<file path="src/rtl/collision_tracker_if.sv">
// rtl/collision_tracker_if.sv - collision report channel; COLL_PRIORITY_EN adds coll_first_id
interface collision_tracker_if #(
   parameter int NUM_PADDLES = 2,
   parameter int NUM_WALLS   = 4,
   parameter int CNT_W       = 10
);
`ifdef COLL_PRIORITY_EN
   localparam int ID_W = $clog2(NUM_PADDLES + NUM_WALLS);
`endif

   logic                   coll_valid;
   logic                   coll_ack;
   logic [NUM_PADDLES-1:0] coll_paddle;
   logic [NUM_WALLS-1:0]   coll_wall;
   logic [CNT_W-1:0]       coll_x;
   logic [CNT_W-1:0]       coll_y;
`ifdef COLL_PRIORITY_EN
   logic [ID_W-1:0]        coll_first_id;
`endif

`ifdef COLL_PRIORITY_EN
   modport master (
      output coll_valid, coll_paddle, coll_wall, coll_x, coll_y, coll_first_id,
      input  coll_ack
   );
   modport slave (
      input  coll_valid, coll_paddle, coll_wall, coll_x, coll_y, coll_first_id,
      output coll_ack
   );
`else
   modport master (
      output coll_valid, coll_paddle, coll_wall, coll_x, coll_y,
      input  coll_ack
   );
   modport slave (
      input  coll_valid, coll_paddle, coll_wall, coll_x, coll_y,
      output coll_ack
   );
`endif
endinterface

</file>
<file path="src/rtl/collision_tracker.sv">
// rtl/collision_tracker.sv - per-frame ball/paddle/wall overlap tracker; optional COLL_PRIORITY_EN
module collision_tracker #(
   parameter int NUM_PADDLES = 2,
   parameter int NUM_WALLS   = 4,
   parameter int CNT_W       = 10,
   parameter int MIN_HITS    = 1
) (
   input  logic                   clk,
   input  logic                   rst,
   input  logic                   ball_sig,
   input  logic [NUM_PADDLES-1:0] paddle_sig,
   input  logic [NUM_WALLS-1:0]   wall_sig,
   input  logic [CNT_W-1:0]       hcount,
   input  logic [CNT_W-1:0]       vcount,
   input  logic                   vsync,
   collision_tracker_if.master    coll,
   output logic                   overrun
);

   localparam int         NUM_SRC    = NUM_PADDLES + NUM_WALLS;
   localparam logic [7:0] MIN_HITS_C = 8'(MIN_HITS);
`ifdef COLL_PRIORITY_EN
   localparam int         ID_W       = $clog2(NUM_SRC);
`endif

   typedef enum logic {
      SCAN      = 1'b0,
      FRAME_END = 1'b1
   } state_t;

   state_t               state_q;
   state_t               state_d;
   logic                 vsync_q;
   logic                 publish;

   // Paddles occupy the low source indices, walls follow.
   logic [NUM_SRC-1:0]   src_sig;
   logic [NUM_SRC-1:0]   count_en;
   logic [NUM_SRC-1:0]   qualified;
   logic [NUM_SRC-1:0]   new_qual;
   logic [7:0]           cnt_q [NUM_SRC];

   logic                 first_q;
   logic [CNT_W-1:0]     pending_x_q;
   logic [CNT_W-1:0]     pending_y_q;
`ifdef COLL_PRIORITY_EN
   logic [ID_W-1:0]      first_id_q;
   logic [ID_W-1:0]      first_hit_id;
`endif

   assign src_sig = {wall_sig, paddle_sig};

   // State register and vsync history for falling-edge detection.
   always_ff @(posedge clk or posedge rst) begin
      if (rst) begin
         state_q <= SCAN;
         vsync_q <= 1'b0;
      end else begin
         state_q <= state_d;
         vsync_q <= vsync;
      end
   end

   // Frame end is the first cycle vsync is seen low after being high.
   always_comb begin
      state_d = SCAN;
      publish = 1'b0;
      case (state_q)
         SCAN: begin
            if (vsync_q && !vsync) begin
               publish = 1'b1;
               state_d = FRAME_END;
            end
         end
         FRAME_END: state_d = SCAN;
         default:   state_d = SCAN;
      endcase
   end

   // Per-source overlap enables; a counter stops once it reaches MIN_HITS.
   always_comb begin
      qualified = '0;
      count_en  = '0;
      new_qual  = '0;
      for (int i = 0; i < NUM_SRC; i++) begin
         qualified[i] = (cnt_q[i] == MIN_HITS_C);
         count_en[i]  = vsync && ball_sig && src_sig[i] && !qualified[i];
         new_qual[i]  = count_en[i] && (cnt_q[i] == MIN_HITS_C - 8'd1);
      end
   end

`ifdef COLL_PRIORITY_EN
   // Lowest-index source among those qualifying this cycle.
   always_comb begin
      first_hit_id = '0;
      for (int i = NUM_SRC - 1; i >= 0; i--) begin
         if (new_qual[i]) begin
            first_hit_id = ID_W'(i);
         end
      end
   end
`endif

   // Overlap counters, cleared when the frame report is published.
   always_ff @(posedge clk or posedge rst) begin
      if (rst) begin
         for (int i = 0; i < NUM_SRC; i++) begin
            cnt_q[i] <= 8'd0;
         end
      end else if (publish) begin
         for (int i = 0; i < NUM_SRC; i++) begin
            cnt_q[i] <= 8'd0;
         end
      end else begin
         for (int i = 0; i < NUM_SRC; i++) begin
            if (count_en[i]) begin
               cnt_q[i] <= cnt_q[i] + 8'd1;
            end
         end
      end
   end

   // Latch the coordinates of the first qualifying pixel of the frame.
   always_ff @(posedge clk or posedge rst) begin
      if (rst) begin
         first_q     <= 1'b0;
         pending_x_q <= '0;
         pending_y_q <= '0;
`ifdef COLL_PRIORITY_EN
         first_id_q  <= '0;
`endif
      end else if (publish) begin
         first_q     <= 1'b0;
         pending_x_q <= '0;
         pending_y_q <= '0;
`ifdef COLL_PRIORITY_EN
         first_id_q  <= '0;
`endif
      end else if (!first_q && (|new_qual)) begin
         first_q     <= 1'b1;
         pending_x_q <= hcount;
         pending_y_q <= vcount;
`ifdef COLL_PRIORITY_EN
         first_id_q  <= first_hit_id;
`endif
      end
   end

   // Report registers and valid/ack handshake; a hit-free frame leaves them alone.
   always_ff @(posedge clk or posedge rst) begin
      if (rst) begin
         coll.coll_valid    <= 1'b0;
         coll.coll_paddle   <= '0;
         coll.coll_wall     <= '0;
         coll.coll_x        <= '0;
         coll.coll_y        <= '0;
`ifdef COLL_PRIORITY_EN
         coll.coll_first_id <= '0;
`endif
         overrun            <= 1'b0;
      end else if (publish && (|qualified)) begin
         coll.coll_valid    <= 1'b1;
         coll.coll_paddle   <= qualified[NUM_PADDLES-1:0];
         coll.coll_wall     <= qualified[NUM_SRC-1:NUM_PADDLES];
         coll.coll_x        <= pending_x_q;
         coll.coll_y        <= pending_y_q;
`ifdef COLL_PRIORITY_EN
         coll.coll_first_id <= first_id_q;
`endif
         // Overwriting an unacked report flags overrun; an ack on this edge consumes the old one.
         if (coll.coll_valid) begin
            overrun <= !coll.coll_ack;
         end
      end else if (coll.coll_valid && coll.coll_ack) begin
         coll.coll_valid <= 1'b0;
         overrun         <= 1'b0;
      end
   end

endmodule

</file>
<file path="src/flat_wrapper.sv">
// flat-port wrapper written by rule: the top's interface ports become plain ports
module collision_tracker_flat 
#(
   parameter int NUM_PADDLES = 2,
   parameter int NUM_WALLS   = 4,
   parameter int CNT_W       = 10,
   parameter int MIN_HITS    = 1
)
  (clk, rst, ball_sig, paddle_sig, wall_sig, hcount, vcount, vsync, overrun, coll_coll_valid, coll_coll_paddle, coll_coll_wall, coll_coll_x, coll_coll_y, coll_coll_ack);
  collision_tracker_if #(.NUM_PADDLES(NUM_PADDLES), .NUM_WALLS(NUM_WALLS), .CNT_W(CNT_W)) coll_i ();
  input  logic clk;
  input  logic rst;
  input  logic ball_sig;
  input  logic [NUM_PADDLES-1:0] paddle_sig;
  input  logic [NUM_WALLS-1:0] wall_sig;
  input  logic [CNT_W-1:0] hcount;
  input  logic [CNT_W-1:0] vcount;
  input  logic vsync;
  output logic overrun;
  output wire logic [$bits(coll_i.coll_valid)-1:0] coll_coll_valid;
  output wire logic [$bits(coll_i.coll_paddle)-1:0] coll_coll_paddle;
  output wire logic [$bits(coll_i.coll_wall)-1:0] coll_coll_wall;
  output wire logic [$bits(coll_i.coll_x)-1:0] coll_coll_x;
  output wire logic [$bits(coll_i.coll_y)-1:0] coll_coll_y;
  input wire logic [$bits(coll_i.coll_ack)-1:0] coll_coll_ack;
  assign coll_coll_valid = coll_i.coll_valid;
  assign coll_coll_paddle = coll_i.coll_paddle;
  assign coll_coll_wall = coll_i.coll_wall;
  assign coll_coll_x = coll_i.coll_x;
  assign coll_coll_y = coll_i.coll_y;
  assign coll_i.coll_ack = coll_coll_ack;
  collision_tracker #(.NUM_PADDLES(NUM_PADDLES), .NUM_WALLS(NUM_WALLS), .CNT_W(CNT_W), .MIN_HITS(MIN_HITS)) u_core (.clk(clk), .rst(rst), .ball_sig(ball_sig), .paddle_sig(paddle_sig), .wall_sig(wall_sig), .hcount(hcount), .vcount(vcount), .vsync(vsync), .coll(coll_i), .overrun(overrun));
endmodule
</file>
<file path="config.mk">
export PLATFORM = sky130hd
export DESIGN_NAME = collision_tracker_flat
export DESIGN_NICKNAME = d
export VERILOG_FILES = /design/src/rtl/collision_tracker_if.sv /design/src/rtl/collision_tracker.sv /design/src/flat_wrapper.sv
export SDC_FILE = /design/constraint.sdc
export NUM_CORES = 1
export LEC_CHECK = 0
export ABC_AREA = 1
export CORE_ASPECT_RATIO = 1.2
export CORE_UTILIZATION = 55
export DETAILED_ROUTE_END_ITERATION = 10
export PLACE_DENSITY = 0.79
export SYNTH_ARGS = -nofsm -noshare
export SYNTH_HDL_FRONTEND = slang
export SYNTH_SLANG_ARGS = --single-unit
</file>
<file path="constraint.sdc">
create_clock -name clk -period 3.5 [get_ports clk]
set_input_delay 0.35 -clock clk [delete_from_list [all_inputs] [get_ports clk]]
set_output_delay 0.35 -clock clk [all_outputs]
set_load 0.02 [all_outputs]
</file>
==> results of run 1 <==
per-stage QoR:
step | hold slack (ps) | util [%] | std cells
final | 233 | 65.3 | 802
after global routing | 250 | 65.3 | 802
after CTS | 230 | 65.3 | 802
after detailed placement | 464 | 63.4 | 787
after global placement | 458 | 63.4 | 787
after floorplan | 381 | - | 623
logic make-up after synthesis:
| family | synth area share (%) |
|---|---|
| adder cells (fa/ha/maj) | 4.42 |
| flip-flops | 48.7 |
| buffers and inverters | 8.28 |
| XOR/XNOR | 0.688 |
| AND/OR/NAND/NOR | 31.2 |
| AO/OA/AOI/OAI | 6.71 |
sequential cells by signal, indices dropped and copies added, names as in the netlist:
signal / count
u_core.pending_x_q: 10
u_core.overrun: 1
u_core.coll.coll_valid: 1
u_core.first_q: 1
u_core.cnt_q: 48
u_core.coll.coll_y: 10
u_core.coll.coll_wall: 4
u_core.pending_y_q: 10
u_core.vsync_q: 1
u_core.coll.coll_paddle: 2
u_core.state_q: 1
u_core.coll.coll_x: 10
worst paths after layout:
kind	from	cells past startpoint	slack [ps]	end
min in group clk	u_core.pending_x_q[8]	2	490	u_core.coll.coll_x[8]
max in group asynchronous	rst	3	2570	u_core.cnt_q[27]
worst max-delay path	u_core.cnt_q[33]	12	1430	u_core.coll.coll_y[6]
worst min register to register	u_core.pending_x_q[8]	2	490	u_core.coll.coll_x[8]
worst min-delay path	rst	2	230	u_core.coll.coll_y[3]
worst max register to register	u_core.cnt_q[33]	12	1430	u_core.coll.coll_y[6]
metal layers:
metal | global-route usage (%) | vias up | routed length, um
li1 | - | 2105 | -
met1 | 30.2 | 2030 | 4860
met2 | 42.0 | 121 | 5350
met3 | 4.24 | 16 | 433
met4 | 7.03 | 0 | 135
met5 | 0 | - | 0
cell usage after synthesis, types with 2 or more instances:
cell	number	share of area, %
nor3b_1	2	0.29
xor2_1	4	0.69
clkbuf_1	4	0.29
buf_6	5	1.1
nor2_1	55	4.1
nand4_1	11	1.4
o21ai_1	7	0.69
nand2_1	167	12
nand3_1	59	5.8
a21oi_1	11	1.1
inv_2	12	0.88
buf_4	3	0.44
ha_1	18	4.4
nor2_2	3	0.37
nor4_1	5	0.61
o211a_1	2	0.39
buf_2	3	0.29
nor3_1	13	1.3
nand2_2	7	0.86
o21ai_0	39	3.8
nand3_2	15	2.9
dfrtp_1	99	49
inv_1	64	4.7
nand2_4	3	0.66
layout make-up:
class	instances	area [um2]
clock buffer	11	141
clock inverter	4	26.3
fill	782	3140
inverter	77	292
multi-input combinational	430	2190
sequential	99	2480
tap	120	150
timing repair buffer	61	616
where the power goes:
group          internal, W  switching [W]  leakage [nW]  total (W)
combinational     0.000513       0.000772          1.54    0.00129
clock             0.000275       0.000382        0.0856   0.000656
sequential         0.00144       0.000189          1.32    0.00163
total              0.00223        0.00134          2.95    0.00357
==> out/qor.txt, run 1 <==
Post-DP HPWL: 7690 um
Worst-path cell chain: inv_1 > ha_1 > nand2_1 > inv_2 > nand2_2 > nand2_1 > nor2_1 > nand3_2 > nand2_4 > inv_2 > nand2_1 > nand2_1
Share of async-settable or async-resettable flops after synthesis: 100%
Final worst path period need: 2070 ps
Synth Flop Type: dfrtp_1
Hold-fix buffers, CTS: 0
Reg clk slew, reported paths: 90 ps
Die Wd: 89.8 um
Die Span Y: 107 um
Worst EP required: 3750 ps
PD cells: 606 nW/um2
Net count, final: 727
GP Congestion: 0.915
Top cell by count, worst path: nand2_1
H-tree depth: 3
Post-synth EDFFs: 0
Placed cell area: 5730 um2
Peak supply drop: 0.304 mV
CTS Buf Count: 9
F_max: 483 MHz
PortBufs: 58
Core Region: 9030 um2
Root buf cell: clkbuf_8
Post-synthesis sequential area ratio: 48.7%
Worst hold path type: input pin to asynchronous set/reset pin
DRT Pass-1 Iters: 8
Antenna violations before repair: 0
Post-CTS sizing: 0
Total gr overflow: 0
Number of global-route vias before repair: 4125
First-pass GRT wire length: 18500 um
Die area: 9650 um2
Tot Pwr: 0.00357 W
Routed wire per std cell: 13.4 um
Number of remaining DRC errors: 0
Maxcap violations: 0
Num rows: 38
Final setup viols: 0
Final Hold Fails: 0
Max_slew headroom: 52.5%
Total negative setup slack: 0 ps
Pre-CTS WS: 1170 ps
Yosys warnings: 0
Ant. Diodes: 0
Worst path slowest cell: dfrtp_1
Starting DRT DRC Count: 287
Largest net degree at the start of global routing: 90
Clk sinks: 99
Initial Util: 56.4%
Synth Cell Area: 5090 um2
CP endpoint kind: register
CP arrival: 2330 ps
Critical path's largest stage delay: 350 ps
Commonest cells after routing, fill and taps aside: nand2_1 (166), dfrtp_1 (99), inv_1 (63)
P&R area growth vs syn: 15.8%
Vias/cell: 5.33
Max-slew violation count: 0
Pin slew with the least headroom to its limit: 713 ps
Clk buf depth: 2
Final Cell Area: 5900 um2
FF+latch count, synth: 99
Via Count: 4272
CP Class: register to register
CP Buf/Inv Count: 3
Total Routing Usage GR: 23.9%
Largest fanout on the critical path: 32
Cells after Synth: 623
Layout cells sized above 1: 8.94%
CTS tree: yes
Leakage power: 2.95 nW
Setup bufs post-CTS: 0
Synthesized Nets: 672
Clk_skew: 15.8 ps
Commonest non-fill, non-tap cell in the layout: nand2_1
CP startpoint kind: register
Worst Slack Setup Final: 1430 ps
Antenna viol nets, final: 0
Final period util: 59.2%
RSZ-0062 raised after global routing: false
Skew-Pair Late Insertion Delay: 360 ps
Syn_area_per_cell: 8.17 um2
# IOs: 59
Synth cell types: 36
Cell family with most CP delay: simple AND/OR/NAND/NOR gates
Status: finished, final reports clean
Routed WL: 10800 um
Power figures use the tool's default switching activity.
==> run 2: changes to the inputs <==
==> constraint.sdc (replaced) <==
create_clock -name clk -period 2.2 [get_ports clk]
set_input_delay 0.22 -clock clk [delete_from_list [all_inputs] [get_ports clk]]
set_output_delay 0.22 -clock clk [all_outputs]
set_load 0.02 [all_outputs]
==> run 2 against run 1 <==
Against the previous run:
- clock power is 68% higher
- global-route usage is 0.080 points lower
- fmax is 12% higher
- die area stayed put
- wire length is 1.2% lower
==> out/qor.txt, run 2 (synthesis gave the netlist of run 1 again) <==
Routed wire per std cell: 13.2 um (-2.1%)
Commonest non-fill, non-tap cell in the layout: nand2_1
Net count, final: 733 (+0.83%)
Routed WL: 10700 um (-1.2%)
CTS tree: yes
Worst path slowest cell: dfrtp_1
H-tree depth: 3 (unchanged)
Critical path endpoint: u_core.coll.coll_y[2]
Root buf cell: clkbuf_8
Commonest cells after routing, fill and taps aside: nand2_1 (166), dfrtp_1 (99), inv_1 (63)
Core Region: 9030 um2 (unchanged)
GP Congestion: 0.875 (-4.4%)
Post-DP HPWL: 7730 um (+0.51%)
Largest fanout on the critical path: 20 (-38%)
Fillers: 746 (-4.6%)
Final Hold Fails: 0 (unchanged)
Post-CTS sizing: 0 (unchanged)
Total negative setup slack: 0 ps (unchanged)
Clk_skew: 11.3 ps (-4.48 ps)
Peak supply drop: 0.437 mV (+44%)
First-pass GRT wire length: 18400 um (-0.34%)
# IOs: 59 (unchanged)
PD cells: 966 nW/um2 (+59%)
Layout Cells excl Fill: 809 (+0.87%)
Antenna violations before repair: 0 (unchanged)
F_max: 543 MHz (+12%)
Critical path's largest stage delay: 400 ps (+50 ps)
Vias/cell: 5.24 (-1.6%)
Via Count: 4242 (-0.70%)
Number of global-route vias before repair: 4177 (+1.3%)
Leakage power: 2.99 nW (+1.3%)
PortBufs: 58 (unchanged)
Starting DRT DRC Count: 192 (-33%)
Die area: 9650 um2 (unchanged)
Worst-path cell chain: inv_1 > nand2_1 > nor2_1 > nand3_2 > nand2_1 > nor2_1 > nand3_2 > nand2_4 > inv_2 > nand2_1 > nand2_1
CP startpoint kind: register
Worst EP required: 2510 ps (-1240 ps)
Pre-CTS WS: 65.6 ps (-1110 ps)
Worst Slack Setup Final: 357 ps (-1070 ps)
Antenna viol nets, final: 0 (unchanged)
Final worst path period need: 1840 ps (-230 ps)
Final setup viols: 0 (unchanged)
Maxcap violations: 0 (unchanged)
R2R depth: 11 (-1)
Ant. Diodes: 0 (unchanged)
Layout cells sized above 1: 9.87% (+0.93 points)
Setup bufs post-CTS: 0 (unchanged)
Max-slew violation count: 0 (unchanged)
RSZ-0062 raised after global routing: false
Max FFs per register: 48 (unchanged)
Most flops, register: u_core.cnt_q
Launch point of the worst path: u_core.cnt_q[5]
Reg clk slew, reported paths: 90 ps (about the same)
Initial Util: 56.4% (unchanged)
Clk buf depth: 2 (unchanged)
Placed cells: 793 (+0.76%)
Largest net degree at the start of global routing: 50 (-44%)
Total gr overflow: 0 (unchanged)
Die Span Y: 107 um (unchanged)
Total Routing Usage GR: 23.8% (-0.080 points)
Pin slew with the least headroom to its limit: 561 ps (-152 ps)
CP Class: register to register
CTS Buf Count: 9 (unchanged)
Num rows: 38 (unchanged)
Hold-fix buffers, CTS: 0 (unchanged)
Top cell by count, worst path: nand2_1
Final period util: 83.8% (+25 points)
FF-to-FF Start: u_core.cnt_q[5]
Worst reg2reg endpoint: u_core.coll.coll_y[2]
P&R area growth vs syn: 17.6%
Skew-Pair Late Insertion Delay: 360 ps (about the same)
Number of remaining DRC errors: 0 (unchanged)
R2R Setup Slk: 360 ps (-1070 ps)
CP endpoint kind: register
Clk sinks: 99 (unchanged)
Max_slew headroom: 62.6% (+10 points)
Status: finished, final reports clean
Die Wd: 89.8 um (unchanged)
DRT Pass-1 Iters: 5 (-3)
CP arrival: 2150 ps (-180 ps)
Worst hold path type: input pin to asynchronous set/reset pin
## run 2: per-stage QoR
stage / power, W / hold slack (ps) / area (um2) / utilization, %
floorplan: 0.00398 / 251 / 5090 / -
global placement: 0.00462 / 456 / 5800 / 64.2
detailed placement: 0.00472 / 466 / 5800 / 64.2
CTS: 0.00582 / 254 / 5990 / 66.3
global route: 0.00618 / 264 / 5990 / 66.3
finish: 0.00578 / 246 / 5990 / 66.3
## run 2: worst max-delay path: cells and delay by family, from the launching register on
kind	cells	cell delay (ps)
flip-flops	1	400
AND/OR/NAND/NOR	9	980
buffers and inverters	2	400
## run 2: per-layer routing
metal  GRT usage (%)  vias to the layer above  share of wire (%)
met5               0                        -                  0
met2            42.7                      112                 49
met3            3.95                       13                3.6
met1            29.4                     2001                 45
li1                -                     2116                  -
met4            7.61                        0                1.5
## run 2: how the worst min path moves through the flow
| stage | slack, ps | start | depth (start not counted) | end |
|---|---|---|---|---|
| 6_report | 250 | rst | 2 | u_core.coll.coll_y[3] |
| 5_1_grt | 260 | rst | 2 | u_core.coll.coll_y[7] |
| 4_1_cts | 250 | rst | 2 | u_core.coll.coll_y[3] |
| 3_5_place_dp | 470 | u_core.pending_y_q[9] | 2 | u_core.coll.coll_y[9] |
| 3_3_place_gp | 460 | u_core.pending_x_q[1] | 2 | u_core.coll.coll_x[1] |
| 2_1_floorplan | 250 | vsync | 0 | u_core.vsync_q |
## run 2: final cells by class
class / instances / area [um2] / area share (%)
Inverter: 77 / 293 / 4.89
Clock buffer: 12 / 155 / 2.59
Sequential cell: 99 / 2480 / 41.4
Tap cell: 120 / 150 / 2.51
Timing Repair Buffer: 67 / 686 / 11.5
Clock inverter: 4 / 32.5 / 0.543
Multi-Input combinational cell: 430 / 2190 / 36.6
## run 2: where the power goes
group          total [W]  internal (W)  switching (W)
Combinational    0.00209      0.000859        0.00123
Clock            0.00110      0.000480       0.000619
Sequential       0.00259       0.00230       0.000297
